--- src/rtl/crossover_gene_aligner_pkg.sv ---
// Shared definitions for the crossover gene aligner: state encoding,
// gene key field bounds and configuration word field offsets.
package crossover_gene_aligner_pkg;

  localparam int GENE_SZ = 64;
  localparam int ATTR_SZ = 8;
  localparam int CNT_W   = 16;

  // Gene key sits in attribute slots 5 and 6; its MSB is the gene type.
  localparam int KEY_HI = 7*ATTR_SZ - 1;
  localparam int KEY_LO = 5*ATTR_SZ;
  localparam int KEY_W  = KEY_HI - KEY_LO + 1;

  localparam int P1_FIT_HI   = 63;
  localparam int P1_FIT_LO   = 56;
  localparam int P2_FIT_HI   = 55;
  localparam int P2_FIT_LO   = 48;
  localparam int CHILD_ID_HI = 7;
  localparam int CHILD_ID_LO = 0;

  typedef enum logic [1:0] {
    IDLE  = 2'd0,
    SETUP = 2'd1,
    MERGE = 2'd2,
    DONE  = 2'd3
  } state_t;

endpackage

--- src/rtl/crossover_gene_aligner_gene_merge_decide.sv ---
// Combinational NEAT inheritance decision for the two parent stream heads:
// which heads to consume, whether a pair is emitted and how it is formed.
module gene_merge_decide
  import crossover_gene_aligner_pkg::*;
(
  input  logic             i_p1_valid,
  input  logic             i_p2_valid,
  input  logic             i_p1_ex,
  input  logic             i_p2_ex,
  input  logic [KEY_W-1:0] i_key1,
  input  logic [KEY_W-1:0] i_key2,
  input  logic             i_bias,
  output logic             o_consume1,
  output logic             o_consume2,
  output logic             o_emit,
  output logic             o_sel_p1_dup,
  output logic             o_sel_p2_dup
);

  // Disjoint and excess genes survive only when they come from the fitter
  // parent (bias=0 -> parent1, bias=1 -> parent2); matching keys always pair.
  always_comb begin
    o_consume1   = 1'b0;
    o_consume2   = 1'b0;
    o_emit       = 1'b0;
    o_sel_p1_dup = 1'b0;
    o_sel_p2_dup = 1'b0;
    if (!(i_p1_ex && i_p2_ex)) begin
      if (i_p1_ex) begin
        if (i_p2_valid) begin
          o_consume2   = 1'b1;
          o_emit       = i_bias;
          o_sel_p2_dup = 1'b1;
        end
      end else if (i_p2_ex) begin
        if (i_p1_valid) begin
          o_consume1   = 1'b1;
          o_emit       = ~i_bias;
          o_sel_p1_dup = 1'b1;
        end
      end else if (i_p1_valid && i_p2_valid) begin
        if (i_key1 == i_key2) begin
          o_consume1 = 1'b1;
          o_consume2 = 1'b1;
          o_emit     = 1'b1;
        end else if (i_key1 < i_key2) begin
          o_consume1   = 1'b1;
          o_emit       = ~i_bias;
          o_sel_p1_dup = 1'b1;
        end else begin
          o_consume2   = 1'b1;
          o_emit       = i_bias;
          o_sel_p2_dup = 1'b1;
        end
      end
    end
  end

endmodule

--- src/rtl/crossover_gene_aligner.sv ---
// Aligns two key-sorted parent gene streams into one setup beat followed by
// key-matched gene pairs, keeping disjoint/excess genes from the fitter parent.
module crossover_gene_aligner
  import crossover_gene_aligner_pkg::*;
(
  input  logic               clk,
  input  logic               rst,
  input  logic               i_start,
  input  logic [GENE_SZ-1:0] i_cfg_word1,
  input  logic [GENE_SZ-1:0] i_cfg_word2,
  input  logic               i_p1_valid,
  input  logic [GENE_SZ-1:0] i_p1_gene,
  input  logic               i_p1_last,
  output logic               o_p1_ready,
  input  logic               i_p2_valid,
  input  logic [GENE_SZ-1:0] i_p2_gene,
  input  logic               i_p2_last,
  output logic               o_p2_ready,
  output logic               o_setup,
  output logic [GENE_SZ-1:0] o_data_in1,
  output logic [GENE_SZ-1:0] o_data_in2,
  output logic [GENE_SZ-1:0] o_gene1_out,
  output logic [GENE_SZ-1:0] o_gene2_out,
  output logic               o_bubble,
  output logic               o_bias_out,
  output logic               o_busy,
  output logic               o_done,
  output logic [CNT_W-1:0]   o_gene_count
);

  state_t             r_state;
  state_t             w_state_next;
  logic               r_setup;
  logic               r_bubble;
  logic               r_done;
  logic               r_busy;
  logic               r_bias;
  logic               r_p1_ex;
  logic               r_p2_ex;
  logic [GENE_SZ-1:0] r_data_in1;
  logic [GENE_SZ-1:0] r_data_in2;
  logic [GENE_SZ-1:0] r_gene1;
  logic [GENE_SZ-1:0] r_gene2;
  logic [CNT_W-1:0]   r_count;

  logic [KEY_W-1:0]   w_key1;
  logic [KEY_W-1:0]   w_key2;
  logic               w_consume1;
  logic               w_consume2;
  logic               w_emit;
  logic               w_sel_p1_dup;
  logic               w_sel_p2_dup;
  logic               w_merge;
  logic               w_take1;
  logic               w_take2;
  logic               w_emit_now;

  assign w_key1 = i_p1_gene[KEY_HI:KEY_LO];
  assign w_key2 = i_p2_gene[KEY_HI:KEY_LO];

  gene_merge_decide u_decide (
    .i_p1_valid   (i_p1_valid),
    .i_p2_valid   (i_p2_valid),
    .i_p1_ex      (r_p1_ex),
    .i_p2_ex      (r_p2_ex),
    .i_key1       (w_key1),
    .i_key2       (w_key2),
    .i_bias       (r_bias),
    .o_consume1   (w_consume1),
    .o_consume2   (w_consume2),
    .o_emit       (w_emit),
    .o_sel_p1_dup (w_sel_p1_dup),
    .o_sel_p2_dup (w_sel_p2_dup)
  );

  // Handshakes only happen while merging; ready never waits on a register.
  assign w_merge    = (r_state == MERGE);
  assign w_take1    = w_merge & w_consume1;
  assign w_take2    = w_merge & w_consume2;
  assign w_emit_now = w_merge & w_emit;
  assign o_p1_ready = w_take1;
  assign o_p2_ready = w_take2;

  always_ff @(posedge clk or posedge rst) begin
    if (rst) r_state <= IDLE;
    else     r_state <= w_state_next;
  end

  always_comb begin
    w_state_next = r_state;
    unique case (r_state)
      IDLE:    if (i_start) w_state_next = SETUP;
      SETUP:   w_state_next = MERGE;
      MERGE:   if (r_p1_ex && r_p2_ex) w_state_next = DONE;
      DONE:    w_state_next = IDLE;
      default: w_state_next = IDLE;
    endcase
  end

  // setup/done are single-cycle pulses; bubble defaults high unless a pair lands.
  always_ff @(posedge clk or posedge rst) begin
    if (rst) begin
      r_setup    <= 1'b0;
      r_bubble   <= 1'b1;
      r_done     <= 1'b0;
      r_busy     <= 1'b0;
      r_bias     <= 1'b0;
      r_p1_ex    <= 1'b0;
      r_p2_ex    <= 1'b0;
      r_data_in1 <= '0;
      r_data_in2 <= '0;
      r_gene1    <= '0;
      r_gene2    <= '0;
      r_count    <= '0;
    end else begin
      r_setup  <= 1'b0;
      r_done   <= 1'b0;
      r_bubble <= 1'b1;
      r_busy   <= (w_state_next != IDLE);
      unique case (r_state)
        IDLE: begin
          if (i_start) begin
            r_setup    <= 1'b1;
            r_data_in1 <= i_cfg_word1;
            r_data_in2 <= i_cfg_word2;
            r_bias     <= (i_cfg_word1[P2_FIT_HI:P2_FIT_LO] >
                           i_cfg_word1[P1_FIT_HI:P1_FIT_LO]);
            r_count    <= '0;
            r_p1_ex    <= 1'b0;
            r_p2_ex    <= 1'b0;
          end
        end
        MERGE: begin
          if (r_p1_ex && r_p2_ex) r_done <= 1'b1;
          if (w_take1 && i_p1_last) r_p1_ex <= 1'b1;
          if (w_take2 && i_p2_last) r_p2_ex <= 1'b1;
          if (w_emit_now) begin
            r_bubble <= 1'b0;
            r_gene1  <= w_sel_p2_dup ? i_p2_gene : i_p1_gene;
            r_gene2  <= w_sel_p1_dup ? i_p1_gene : i_p2_gene;
            if (r_count != {CNT_W{1'b1}}) r_count <= r_count + 1'b1;
          end
        end
        default: ;
      endcase
    end
  end

  assign o_setup      = r_setup;
  assign o_bubble     = r_bubble;
  assign o_done       = r_done;
  assign o_busy       = r_busy;
  assign o_bias_out   = r_bias;
  assign o_data_in1   = r_data_in1;
  assign o_data_in2   = r_data_in2;
  assign o_gene1_out  = r_gene1;
  assign o_gene2_out  = r_gene2;
  assign o_gene_count = r_count;

endmodule

--- config.mk ---
export PLATFORM = sky130hd
export DESIGN_NAME = crossover_gene_aligner
export DESIGN_NICKNAME = d
export VERILOG_FILES = /design/src/rtl/crossover_gene_aligner_pkg.sv /design/src/rtl/crossover_gene_aligner_gene_merge_decide.sv /design/src/rtl/crossover_gene_aligner.sv
export SDC_FILE = /design/constraint.sdc
export NUM_CORES = 1
export LEC_CHECK = 0
export BUFFER_PORTS_ARGS = -buffer_cell sky130_fd_sc_hd__buf_4
export CORE_AREA = 2 2 212 214
export CTS_CLUSTER_SIZE = 24
export DETAILED_ROUTE_END_ITERATION = 10
export DIE_AREA = 0 0 214 216
export HOLD_SLACK_MARGIN = 0.03
export PLACE_DENSITY = 0.56
export SETUP_SLACK_MARGIN = 0.15
export SYNTH_ARGS = -nofsm -noshare
export SYNTH_HDL_FRONTEND = slang
export SYNTH_HIERARCHICAL = 1
export SYNTH_SLANG_ARGS = --single-unit
--- constraint.sdc ---
create_clock -name clk -period 22.8 [get_ports clk]
set_clock_uncertainty 0.2 [all_clocks]
set_input_delay 4.56 -clock clk [delete_from_list [all_inputs] [get_ports clk]]
set_output_delay 4.56 -clock clk [all_outputs]
set_load 0.05 [all_outputs]
After elaboration in Yosys (flattened, before gate mapping)

Cells that the tools add are included.

Flip-flop bits (word level): 281
Bits of input ports: 263
Output and inout port bits: 279
Word-level logic and storage cells: 94

Muxes and demuxes: 52
Magnitude comparators: 2
Equality and inequality tests: 10
Bitwise logic cells: 4
Add/sub/neg operators: 1
Reduce and logical (&&, ||, !) cells: 12

Operators by type and width:

| operator              | number |
|---|---|
| $mux 64               | 2 |
| $mux 16               | 3 |
| $mux 1                | 41 |
| $pmux 16 s2           | 1 |
| $add 16x1->16 const B | 1 |
| $eq 16x16->1          | 1 |
| $lt 16x16->1          | 1 |
| $ne 16x16->1 const B  | 1 |
| $gt 8x8->1            | 1 |
| $ne 2x1->1 const B    | 4 |
| $pmux 2 s4            | 1 |
| $reduce_and 3->1      | 2 |
| $eq 2x2->1 const B    | 2 |
| $logic_and 1x1->1     | 4 |
| $mux 2                | 2 |
| $pmux 1 s2            | 2 |
| $reduce_and 2->1      | 2 |
| $reduce_and 4->1      | 1 |
| $reduce_bool 2->1     | 2 |
| $and 1x1->1           | 3 |
| $eq 2x1->1 const B    | 1 |
| $logic_not 2->1       | 1 |
| $ne 2x2->1 const B    | 1 |
| $not 1->1             | 1 |

Logic depth before layout (Yosys ltp)

Gate-level depths: netlist (run 1).

Depth in word-level cells: 11
Gate-level depth with buffers: 15
Depth with buffers taken out: 12

Hierarchy

Netlist (run 1), hierarchy kept.

Modules (own cells, without submodules):

| module                 | area each (µm²) | cells an instance | sequential area each (µm²) | times used |
|---|---|---|---|---|
| crossover_gene_aligner | 11992.8         | 1006              | 7033.0                     | 1 |
| gene_merge_decide      | 543.0           | 75                | 0.0                        | 1 |

Worst setup path before layout (run 1)

OpenSTA, ideal clock, no wires.

Kind: input to output
Start: input port i_p2_gene[47]
End: output port o_p1_ready
Data arrival time: 6.546 ns
Setup slack: 11.494 ns
Path buffers: 0
Stages: 9
Required time: 18.040 ns
Cell sequence: inv_1 ha_1 and3_4 a221oi_2 o22ai_1 nor4_4 o21ai_0 a21oi_1 and2_1

Cells in the longest elaborated chain, start to end: 8
Elaborated cells on any way between the ends: 9
Classes of those cells: order compare (1); eq/ne (1); mux (6); bitwise (1)

RTL lines:

| what            | RTL line                                       | text |
|---|---|---|
| start, declared | crossover_gene_aligner.sv:16                   | `input logic [GENE_SZ-1:0] i_p2_gene,` |
| $lt 16x16->1    | crossover_gene_aligner_gene_merge_decide.sv:46 | `end else if (i_key1 < i_key2) begin` |
| $mux 1          | crossover_gene_aligner_gene_merge_decide.sv:46 |  |
| $mux 1 (*)      | crossover_gene_aligner_gene_merge_decide.sv:42 | `if (i_key1 == i_key2) begin` |
| $mux 1 (*)      | crossover_gene_aligner_gene_merge_decide.sv:41 | `end else if (i_p1_valid && i_p2_valid) begin` |
| $mux 1 (*)      | crossover_gene_aligner_gene_merge_decide.sv:35 | `end else if (i_p2_ex) begin` |
| $mux 1 (*)      | crossover_gene_aligner_gene_merge_decide.sv:29 | `if (i_p1_ex) begin` |
| $mux 1 (*)      | crossover_gene_aligner_gene_merge_decide.sv:28 | `if (!(i_p1_ex && i_p2_ex)) begin` |
| via w_consume1  | crossover_gene_aligner.sv:48                   | `logic w_consume1;` |
| $and 1x1->1 (*) | crossover_gene_aligner.sv:78                   | `assign w_take1 = w_merge & w_consume1;` |
| end, declared   | crossover_gene_aligner.sv:14                   | `output logic o_p1_ready,` |

The timed path passes the listed nets; every way through them passes the cells marked *.

Worst setup path after layout (run 1)

Start: input port i_p1_gene[47]
End: output port o_p1_ready

Cells in the longest elaborated chain, start to end: 8
Elaborated cells on any way between the ends: 9
Classes of those cells: order compare (1); eq/ne (1); mux (6); bitwise (1)

RTL lines:

| what            | RTL line                                       | text |
|---|---|---|
| start, declared | crossover_gene_aligner.sv:12                   | `input logic [GENE_SZ-1:0] i_p1_gene,` |
| $lt 16x16->1    | crossover_gene_aligner_gene_merge_decide.sv:46 |  |
| $mux 1          | crossover_gene_aligner_gene_merge_decide.sv:46 |  |
| $mux 1 (*)      | crossover_gene_aligner_gene_merge_decide.sv:42 |  |
| $mux 1 (*)      | crossover_gene_aligner_gene_merge_decide.sv:41 |  |
| $mux 1 (*)      | crossover_gene_aligner_gene_merge_decide.sv:35 |  |
| $mux 1 (*)      | crossover_gene_aligner_gene_merge_decide.sv:29 |  |
| $mux 1 (*)      | crossover_gene_aligner_gene_merge_decide.sv:28 |  |
| via w_consume1  | crossover_gene_aligner.sv:48                   |  |
| $and 1x1->1 (*) | crossover_gene_aligner.sv:78                   |  |

Marks and branches as above.

==> impl_summary.log, run 1 <==
[metrics] total length of routed wires: 43.7 mm
[metrics] Critical Path AT: 7.05 ns
[metrics] path depth of the worst reg2reg path: 6
[metrics] Post CTS Setup Buffer Count: 0
[metrics] flops & latches, synth: 281
[metrics] Synthesized Nets: 1371
[metrics] number of synthesized flops with an enable pin: 0
[metrics] peak per-stage delay on the critical path: 0.45 ns
[metrics] Worst EP required: 18.04 ns
[metrics] unrepaired setup endpoints after global routing: no
[metrics] final number of hold-violating endpoints: 0
[metrics] clock transition at the register clock pins on the worst setup and hold paths after CTS: 0.06 ns
[metrics] Tcrit/Tclk final: 51.8%
[metrics] nets: 1893
[metrics] setup slack of the most critical reg-to-reg path: 19.05 ns
[metrics] maximum number of pins on one net before global-route repair: 137
[metrics] path class of the lowest-slack min-delay path: reg -> reg
[metrics] gate count of the mapped netlist: 1081
[metrics] biggest fanout along the worst timing path: 6
[metrics] Top Ports: 542
[metrics] count of buffers from port buffering: 541
[metrics] worst min-delay path startpoint: o_gene1_out[29]$_DFFE_PP0P_
[metrics] Ys Warns: 6
[metrics] pins over their slew limit: 0
[metrics] nature of the critical path endpoint: primary output
[metrics] Highest Clock Rate: 84.7 MHz
[metrics] number of setup violations in the final report: 0
[metrics] via density per instance: 4.61
[metrics] Clock Sink Count: 281
[metrics] global router's overall resource usage: 18.5%
[metrics] final weighted congestion in routability-driven placement: 0.934
[metrics] die width: 214 microns
[metrics] core footprint: 43800 sq um
[metrics] syn avg cell area: 11.6 sq um
[metrics] sum of net half-perimeters after detailed placement: 33.1 mm
[metrics] Setup Slack @ Placement: 10.96 ns
[metrics] Antenna Diode Count: 0
[metrics] vias in the first global route: 10800
[metrics] endpoint with the worst hold slack: o_gene1_out[29]$_DFFE_PP0P_
[metrics] async set or reset register ratio after synthesis: 100%
[metrics] Critical R2R Capture: o_data_in2[46]$_DFFE_PP0P_
[metrics] mean routed wirelength per cell: 19.7 microns
[metrics] top-area cell type share of the netlist area: 55.9%
[metrics] final total negative setup slack: 0 ns
[metrics] initial DRC count: 539
[metrics] Post-CTS Hold Fix Bufs: 0
[metrics] first-pass GRT wire length: 65.7 mm
[metrics] Worst Hold Path Cells: 2
[metrics] Std-Cell Rows: 77
[metrics] area added between synthesis and finish: 46.0%
[metrics] post-place instance area: 17200 sq um
[metrics] synth unique cells: 55
[metrics] run status: complete, no violations
[metrics] H-tree depth reported by CTS: 2
[metrics] Post-Synthesis Cell Area: 12500 sq um
[metrics] cell leakage power: 0.00869 uW
[metrics] Filler Cells Inserted: 4344
[metrics] CTS tree: yes
[metrics] Worst R2R Start: r_state[0]$_DFF_PP0_
[metrics] Yosys top cell by area: dfrtp_1
[metrics] Clk Tree Root Cell: clkbuf_16
[metrics] maxcap violations: 0
[metrics] clock buffers created by TritonCTS: 35
[metrics] die extent in y: 216 microns
[metrics] maximum vdd ir drop: 0.111 mV
[metrics] total congestion overflow: 0
[metrics] ratio of total power to cell area: 165 nW/um^2
[metrics] total via count after detailed routing: 10200
[metrics] Clock Tree Buf Depth: 3
[metrics] cell repeated most along the worst path: buf_4
[metrics] slew of the pin with the lowest slew margin: 1.19 ns
[metrics] fin area: 18300 sq um
[metrics] ANT nets after route: 0
[metrics] headroom to the max-slew limit: 20.8%
[metrics] area enclosed by the die boundary: 46200 sq um
[metrics] Power, Total: 3020 uW
[metrics] chain of cells forming the critical path: buf_4, ha_1, and3_4, a221oi_2, o22ai_1, nor4_4, o21ai_0, a21oi_1, and2_1, buf_4
[metrics] kind of launch point of the worst setup path: input pin
[metrics] iteration count of the initial detailed-routing pass: 4
[metrics] crit path time final: 11.81 ns
[metrics] layout cells sized above 1: 45.1%
[metrics] part of the Yosys area used for sequential elements: 56.1%
[metrics] initial core utilization: 28.6%
[metrics] critical path's slowest cell: nor4_4
[metrics] dominant synthesized flop cell: dfrtp_1
[metrics] post-CTS sizing: 0
[metrics] post-route worst hold slack: 0.277 ns
[metrics] clock latency reported for the late side of the worst-skew pair: 0.53 ns
[metrics] worst setup path category: in -> out
[metrics] antenna violations before repair: 1
[metrics] DRC errors left: 0
[metrics] final worst-path setup slack: 10.99 ns
[metrics] largest cells by area after synthesis: dfrtp_1 (56%), mux2_2 (11%), mux2i_1 (10%)
[final cells by class]
| type | count | area (sq um) | area share, % |
|---|---|---|---|
| Tap cell | 592 | 741 | 4.05 |
| Clock buffer | 54 | 1030 | 5.62 |
| Clock inverter | 8 | 105 | 0.574 |
| Multi-Input combinational cell | 701 | 5130 | 28.0 |
| Sequential cell | 281 | 7030 | 38.4 |
| Inverter | 36 | 150 | 0.821 |
| Timing Repair Buffer | 548 | 4110 | 22.5 |
[registers in the layout, indices dropped and copies added (netlist names)]
signal / flops
r_p1_ex: 1
o_gene2_out: 64
r_p2_ex: 1
o_bubble: 1
o_done: 1
o_busy: 1
o_data_in1: 64
o_bias_out: 1
o_gene_count: 16
r_state: 2
o_setup: 1
o_data_in2: 64
o_gene1_out: 64
[logic make-up after synthesis]
kind of cell / synth area share (%)
mux: 21.2
buf+inv: 3.18
compound gates: 9.05
fa+ha+maj: 2.69
simple gates: 7.73
flops: 56.1
[metrics by stage]
stage | cells | util, %
4_1_cts | 2220 | 41.7
2_1_floorplan | 1081 | -
5_1_grt | 2220 | 41.7
3_5_place_dp | 2158 | 39.2
3_3_place_gp | 2158 | 39.2
6_report | 2220 | 41.7
[worst max-delay path: cells and delay by family]
| kind | cells | cell delay, ns |
|---|---|---|
| and+or+nand+nor | 3 | 0.82 |
| adders and majority gates | 1 | 0.32 |
| buffers and inverters | 2 | 0.32 |
| AOI/OAI and AO/OA | 4 | 1.03 |
[report_power, final]
part	leakage (uW)	internal, uW	switching [uW]
combinational	0.00467	491	1130
clock	0.000556	334	217
sequential	0.00347	723	124
total	0.00869	1550	1480
[synthesized netlist by cell type (all sizes together), types with 2 or more instances]
library cell	instances
and3	2
a21oi	14
nor2b	3
o41ai	3
a21o	2
nand3	10
nor3	3
mux2i	131
nand2	166
buf	24
o22ai	3
dfrtp	280
and2	4
a211oi	2
mux2	120
nand2b	2
ha	27
o31ai	5
o311ai	2
nor2	12
clkbuf	39
o32a	2
nand4	11
inv	35
nor4	3
o21ai	144
o211ai	8
a31oi	4
or2	3
or4	2
[routing by layer]
metal	vias up	global-route usage [%]	part of all wire, %	wire (microns)
met5	-	0	0.025	11
met4	2	6.11	2.6	1130
met3	64	6.86	8.9	3880
met2	403	31.6	49	21400
met1	4935	21.4	40	17300
li1	4841	-	-	-
[how the worst max path moves through the flow]
stage	startpoint	endpoint	cells after the start
2_1_floorplan	rst	o_bias_out$_DFFE_PP0P_	1
3_3_place_gp	i_p1_gene[47]	o_p1_ready	10
3_5_place_dp	i_p1_gene[47]	o_p1_ready	10
4_1_cts	i_p1_gene[47]	o_p1_ready	10
5_1_grt	i_p1_gene[47]	o_p1_ready	10
6_report	i_p1_gene[47]	o_p1_ready	10
[placed cells by master (no fill, tap or decap), drive strengths merged, types with 4 or more instances in the layout]
master | synthesis | final
buf | 24 | 548
dfrtp | 280 | 280
nand2 | 166 | 166
o21ai | 144 | 144
mux2i | 131 | 131
mux2 | 120 | 120
clkbuf | 39 | 54
inv | 35 | 37
ha | 27 | 27
a21oi | 14 | 14
nor2 | 12 | 12
nand4 | 11 | 11
nand3 | 10 | 10
o211ai | 8 | 8
o31ai | 5 | 5
clkinv | 1 | 5
a31oi | 4 | 4
and2 | 4 | 4
Note: power is estimated with default switching activity, not from simulation.
==> run 2, diff against run 1 <==
--- a/config.mk
+++ b/config.mk
@@ -6,12 +6,12 @@
 export NUM_CORES = 1
 export LEC_CHECK = 0
 export BUFFER_PORTS_ARGS = -buffer_cell sky130_fd_sc_hd__buf_4
-export CORE_AREA = 2 2 212 214
+export CORE_AREA = 2 2 208 210
 export CTS_CLUSTER_SIZE = 24
 export DETAILED_ROUTE_END_ITERATION = 10
-export DIE_AREA = 0 0 214 216
+export DIE_AREA = 0 0 210 212
 export HOLD_SLACK_MARGIN = 0.03
-export PLACE_DENSITY = 0.56
+export PLACE_DENSITY = 0.57
 export SETUP_SLACK_MARGIN = 0.15
 export SYNTH_ARGS = -nofsm -noshare
 export SYNTH_HDL_FRONTEND = slang
==> constraint.sdc (replaced) <==
create_clock -name clk -period 10.9 [get_ports clk]
set_clock_uncertainty 0.2 [all_clocks]
set_input_delay 2.18 -clock clk [delete_from_list [all_inputs] [get_ports clk]]
set_output_delay 2.18 -clock clk [all_outputs]
set_load 0.05 [all_outputs]
==> run 2 against run 1 <==
  * Hold slack better by 0.0026 ns
  * Global-route usage is 0.37 points lower
  * Combinational power is 110% higher
  * Core utilization is 1.1 points higher
  * First-iteration DRC count is 4.1% lower
  * Wire length is 4.9% lower
  * Non-clock buffer count stayed put
  * Worst setup slack worse by 7.2 ns
  * Via count is 0.45% lower
  * Largest power group unchanged
  * Cell area is 0.39% lower
==> impl_summary.log, run 2 (synthesized netlist as in run 1, its figures left out) <==
[metrics] die width: 210 microns (was 214 microns)
[metrics] maximum vdd ir drop: 0.238 mV (was 0.111 mV)
[metrics] worst setup path category: in -> out (unchanged)
[metrics] maximum number of pins on one net before global-route repair: 135 (was 137)
[metrics] final total negative setup slack: 0 ns (unchanged)
[metrics] area enclosed by the die boundary: 44500 sq um (was 46200 sq um)
[metrics] highest-count cells in the layout ignoring fill and taps: buf_4 (548), dfrtp_1 (280), nand2_1 (165) (unchanged)
[metrics] initial core utilization: 29.5% (was 28.6%)
[metrics] total congestion overflow: 0 (unchanged)
[metrics] cell leakage power: 0.00868 uW (was 0.00869 uW)
[metrics] Clock Tree Buf Depth: 3 (unchanged)
[metrics] path class of the lowest-slack min-delay path: reg -> reg (unchanged)
[metrics] area added between synthesis and finish: 45.4% (was 46.0%)
[metrics] ANT nets after route: 0 (unchanged)
[metrics] setup slack of the most critical reg-to-reg path: 7.10 ns (was 19.05 ns)
[metrics] Critical Path Start: i_p1_gene[47] (unchanged)
[metrics] nets: 1893 (unchanged)
[metrics] pins over their slew limit: 0 (unchanged)
[metrics] maxcap violations: 0 (unchanged)
[metrics] post-place instance area: 17100 sq um (was 17200 sq um)
[metrics] run status: complete, no violations (unchanged)
[metrics] kind of launch point of the worst setup path: input pin (unchanged)
[metrics] met1 WL: 16.5 mm (was 17.3 mm)
[metrics] Critical Path AT: 4.71 ns (was 7.05 ns)
[metrics] timing endpoint of the critical path: o_p1_ready (unchanged)
[metrics] iteration count of the initial detailed-routing pass: 4 (unchanged)
[metrics] Clock Sink Count: 281 (unchanged)
[metrics] placed cell count: 2112 (was 2158)
[metrics] Post-CTS Hold Fix Bufs: 0 (unchanged)
[metrics] mean routed wirelength per cell: 19.1 microns (was 19.7 microns)
[metrics] Tcrit/Tclk final: 65.1%
[metrics] die extent in y: 212 microns (was 216 microns)
[metrics] final number of hold-violating endpoints: 0 (unchanged)
[metrics] Std-Cell Rows: 76 (was 77)
[metrics] DRC errors left: 0 (unchanged)
[metrics] Worst Hold Path Cells: 2 (unchanged)
[metrics] post-layout utilization of the core: 42.9% (was 41.7%)
[metrics] total length of routed wires: 41.5 mm (was 43.7 mm)
[metrics] clock buffers created by TritonCTS: 35 (unchanged)
[metrics] Post CTS Setup Buffer Count: 0 (unchanged)
[metrics] Top Ports: 542 (unchanged)
[metrics] sum of net half-perimeters after detailed placement: 31.3 mm (was 33.1 mm)
[metrics] slew of the pin with the lowest slew margin: 1.05 ns (was 1.19 ns)
[metrics] crit path time final: 7.09 ns
[metrics] vias in the first global route: 10500 (was 10800)
[metrics] Met2 Wirelength: 20.1 mm (was 21.4 mm)
[metrics] Clk Tree Root Cell: clkbuf_16 (unchanged)
[metrics] Critical R2R Capture: o_data_in2[17]$_DFFE_PP0P_ (was o_data_in2[46]$_DFFE_PP0P_)
[metrics] ratio of total power to cell area: 344 nW/um^2 (was 165 nW/um^2)
[metrics] fin area: 18200 sq um (was 18300 sq um)
[metrics] headroom to the max-slew limit: 30.0% (was 20.8%)
[metrics] Highest Clock Rate: 141 MHz
[metrics] Antenna Diode Count: 0 (unchanged)
[metrics] path depth of the worst reg2reg path: 6 (unchanged)
[metrics] nature of the critical path endpoint: primary output (unchanged)
[metrics] antenna violations before repair: 2 (was 1)
[metrics] clock transition at the register clock pins on the worst setup and hold paths after CTS: 0.06 ns (about the same)
[metrics] global router's overall resource usage: 18.2% (was 18.5%)
[metrics] post-CTS sizing: 0 (unchanged)
[metrics] core footprint: 42500 sq um (was 43800 sq um)
[metrics] clock latency reported for the late side of the worst-skew pair: 0.53 ns (about the same)
[metrics] filler-free cell count of the finished design: 2174 (was 2220)
[metrics] Setup Slack @ Placement: 3.82 ns (was 10.96 ns)
[metrics] unrepaired setup endpoints after global routing: no (unchanged)
[metrics] most common cell after layout, fill and taps aside: buf_4 (unchanged)
[metrics] final weighted congestion in routability-driven placement: 0.824 (was 0.934)
[metrics] via density per instance: 4.69 (was 4.61)
[metrics] first-pass GRT wire length: 62.3 mm (was 65.7 mm)
[metrics] layout cells sized above 1: 45.0% (was 45.1%)
[metrics] Worst R2R Start: r_state[0]$_DFF_PP0_ (unchanged)
[metrics] H-tree depth reported by CTS: 2 (unchanged)
[metrics] final worst-path setup slack: 3.81 ns (was 10.99 ns)
[metrics] biggest fanout along the worst timing path: 6 (unchanged)
[metrics] total via count after detailed routing: 10200 (about the same)
[metrics] top metal layer carrying routed signals: met5 (unchanged)
[metrics] number of setup violations in the final report: 0 (unchanged)
[metrics] initial DRC count: 517 (was 539)
[metrics] met3 layer wire length in the routed design: 3.66 mm (was 3.88 mm)
[metrics] count of buffers from port buffering: 541 (unchanged)
[metrics] Worst EP required: 8.52 ns (was 18.04 ns)
[metrics] CTS tree: yes (unchanged)
## run 2: cell count changes in the layout (fill, tap and decap cells not counted), sizes merged
cell,change
bufinv,-1
clkbuf,+2
clkinv,-1
## run 2: critical path, cell delays in order
cell      delay (ns)
buf_4           0.12
ha_1            0.33
and3_4          0.20
a221oi_2        0.48
o22ai_1         0.22
nor4_4          0.46
o21ai_0         0.16
a21oi_1         0.21
and2_1          0.15
buf_4           0.20
## run 2: layout make-up
type,count,area (sq um)
well taps,546,683
inverters,36,150
repair buffers,548,4110
clock inverters,6,73.8
multi-input cells,701,5130
flip-flops and latches,281,7030
clock buffers,56,1050
fillers,4117,24300
## run 2: worst min-delay path by stage
stage	startpoint	to
floorplan	r_state[0]$_DFF_PP0_	r_state[0]$_DFF_PP0_
global placement	o_data_in1[58]$_DFFE_PP0P_	o_data_in1[58]$_DFFE_PP0P_
detailed placement	o_gene2_out[26]$_DFFE_PP0P_	o_gene2_out[26]$_DFFE_PP0P_
finish	o_gene1_out[53]$_DFFE_PP0P_	o_gene1_out[53]$_DFFE_PP0P_
global route	o_gene1_out[3]$_DFFE_PP0P_	o_gene1_out[3]$_DFFE_PP0P_
CTS	o_gene2_out[26]$_DFFE_PP0P_	o_gene2_out[26]$_DFFE_PP0P_
## run 2: metal layers
layer / up-vias / GRT usage [%]
met2: 394 / 30.3
li1: 4850 / -
met1: 4885 / 21.5
met4: 6 / 6.80
met5: - / 0
met3: 64 / 6.66
## run 2: where the power goes
part	switching (uW)	internal (uW)	leakage [uW]
registers	261	1510	0.00347
logic	2340	1030	0.00467
clock network	453	682	0.000547
total	3060	3220	0.00868
## run 2: metrics by stage
stage	hold WS (ns)	power (uW)
global placement	0.264	5150
global route	0.301	6580
floorplan	0.322	4040
CTS	0.285	6350
finish	0.279	6280
detailed placement	0.272	5190
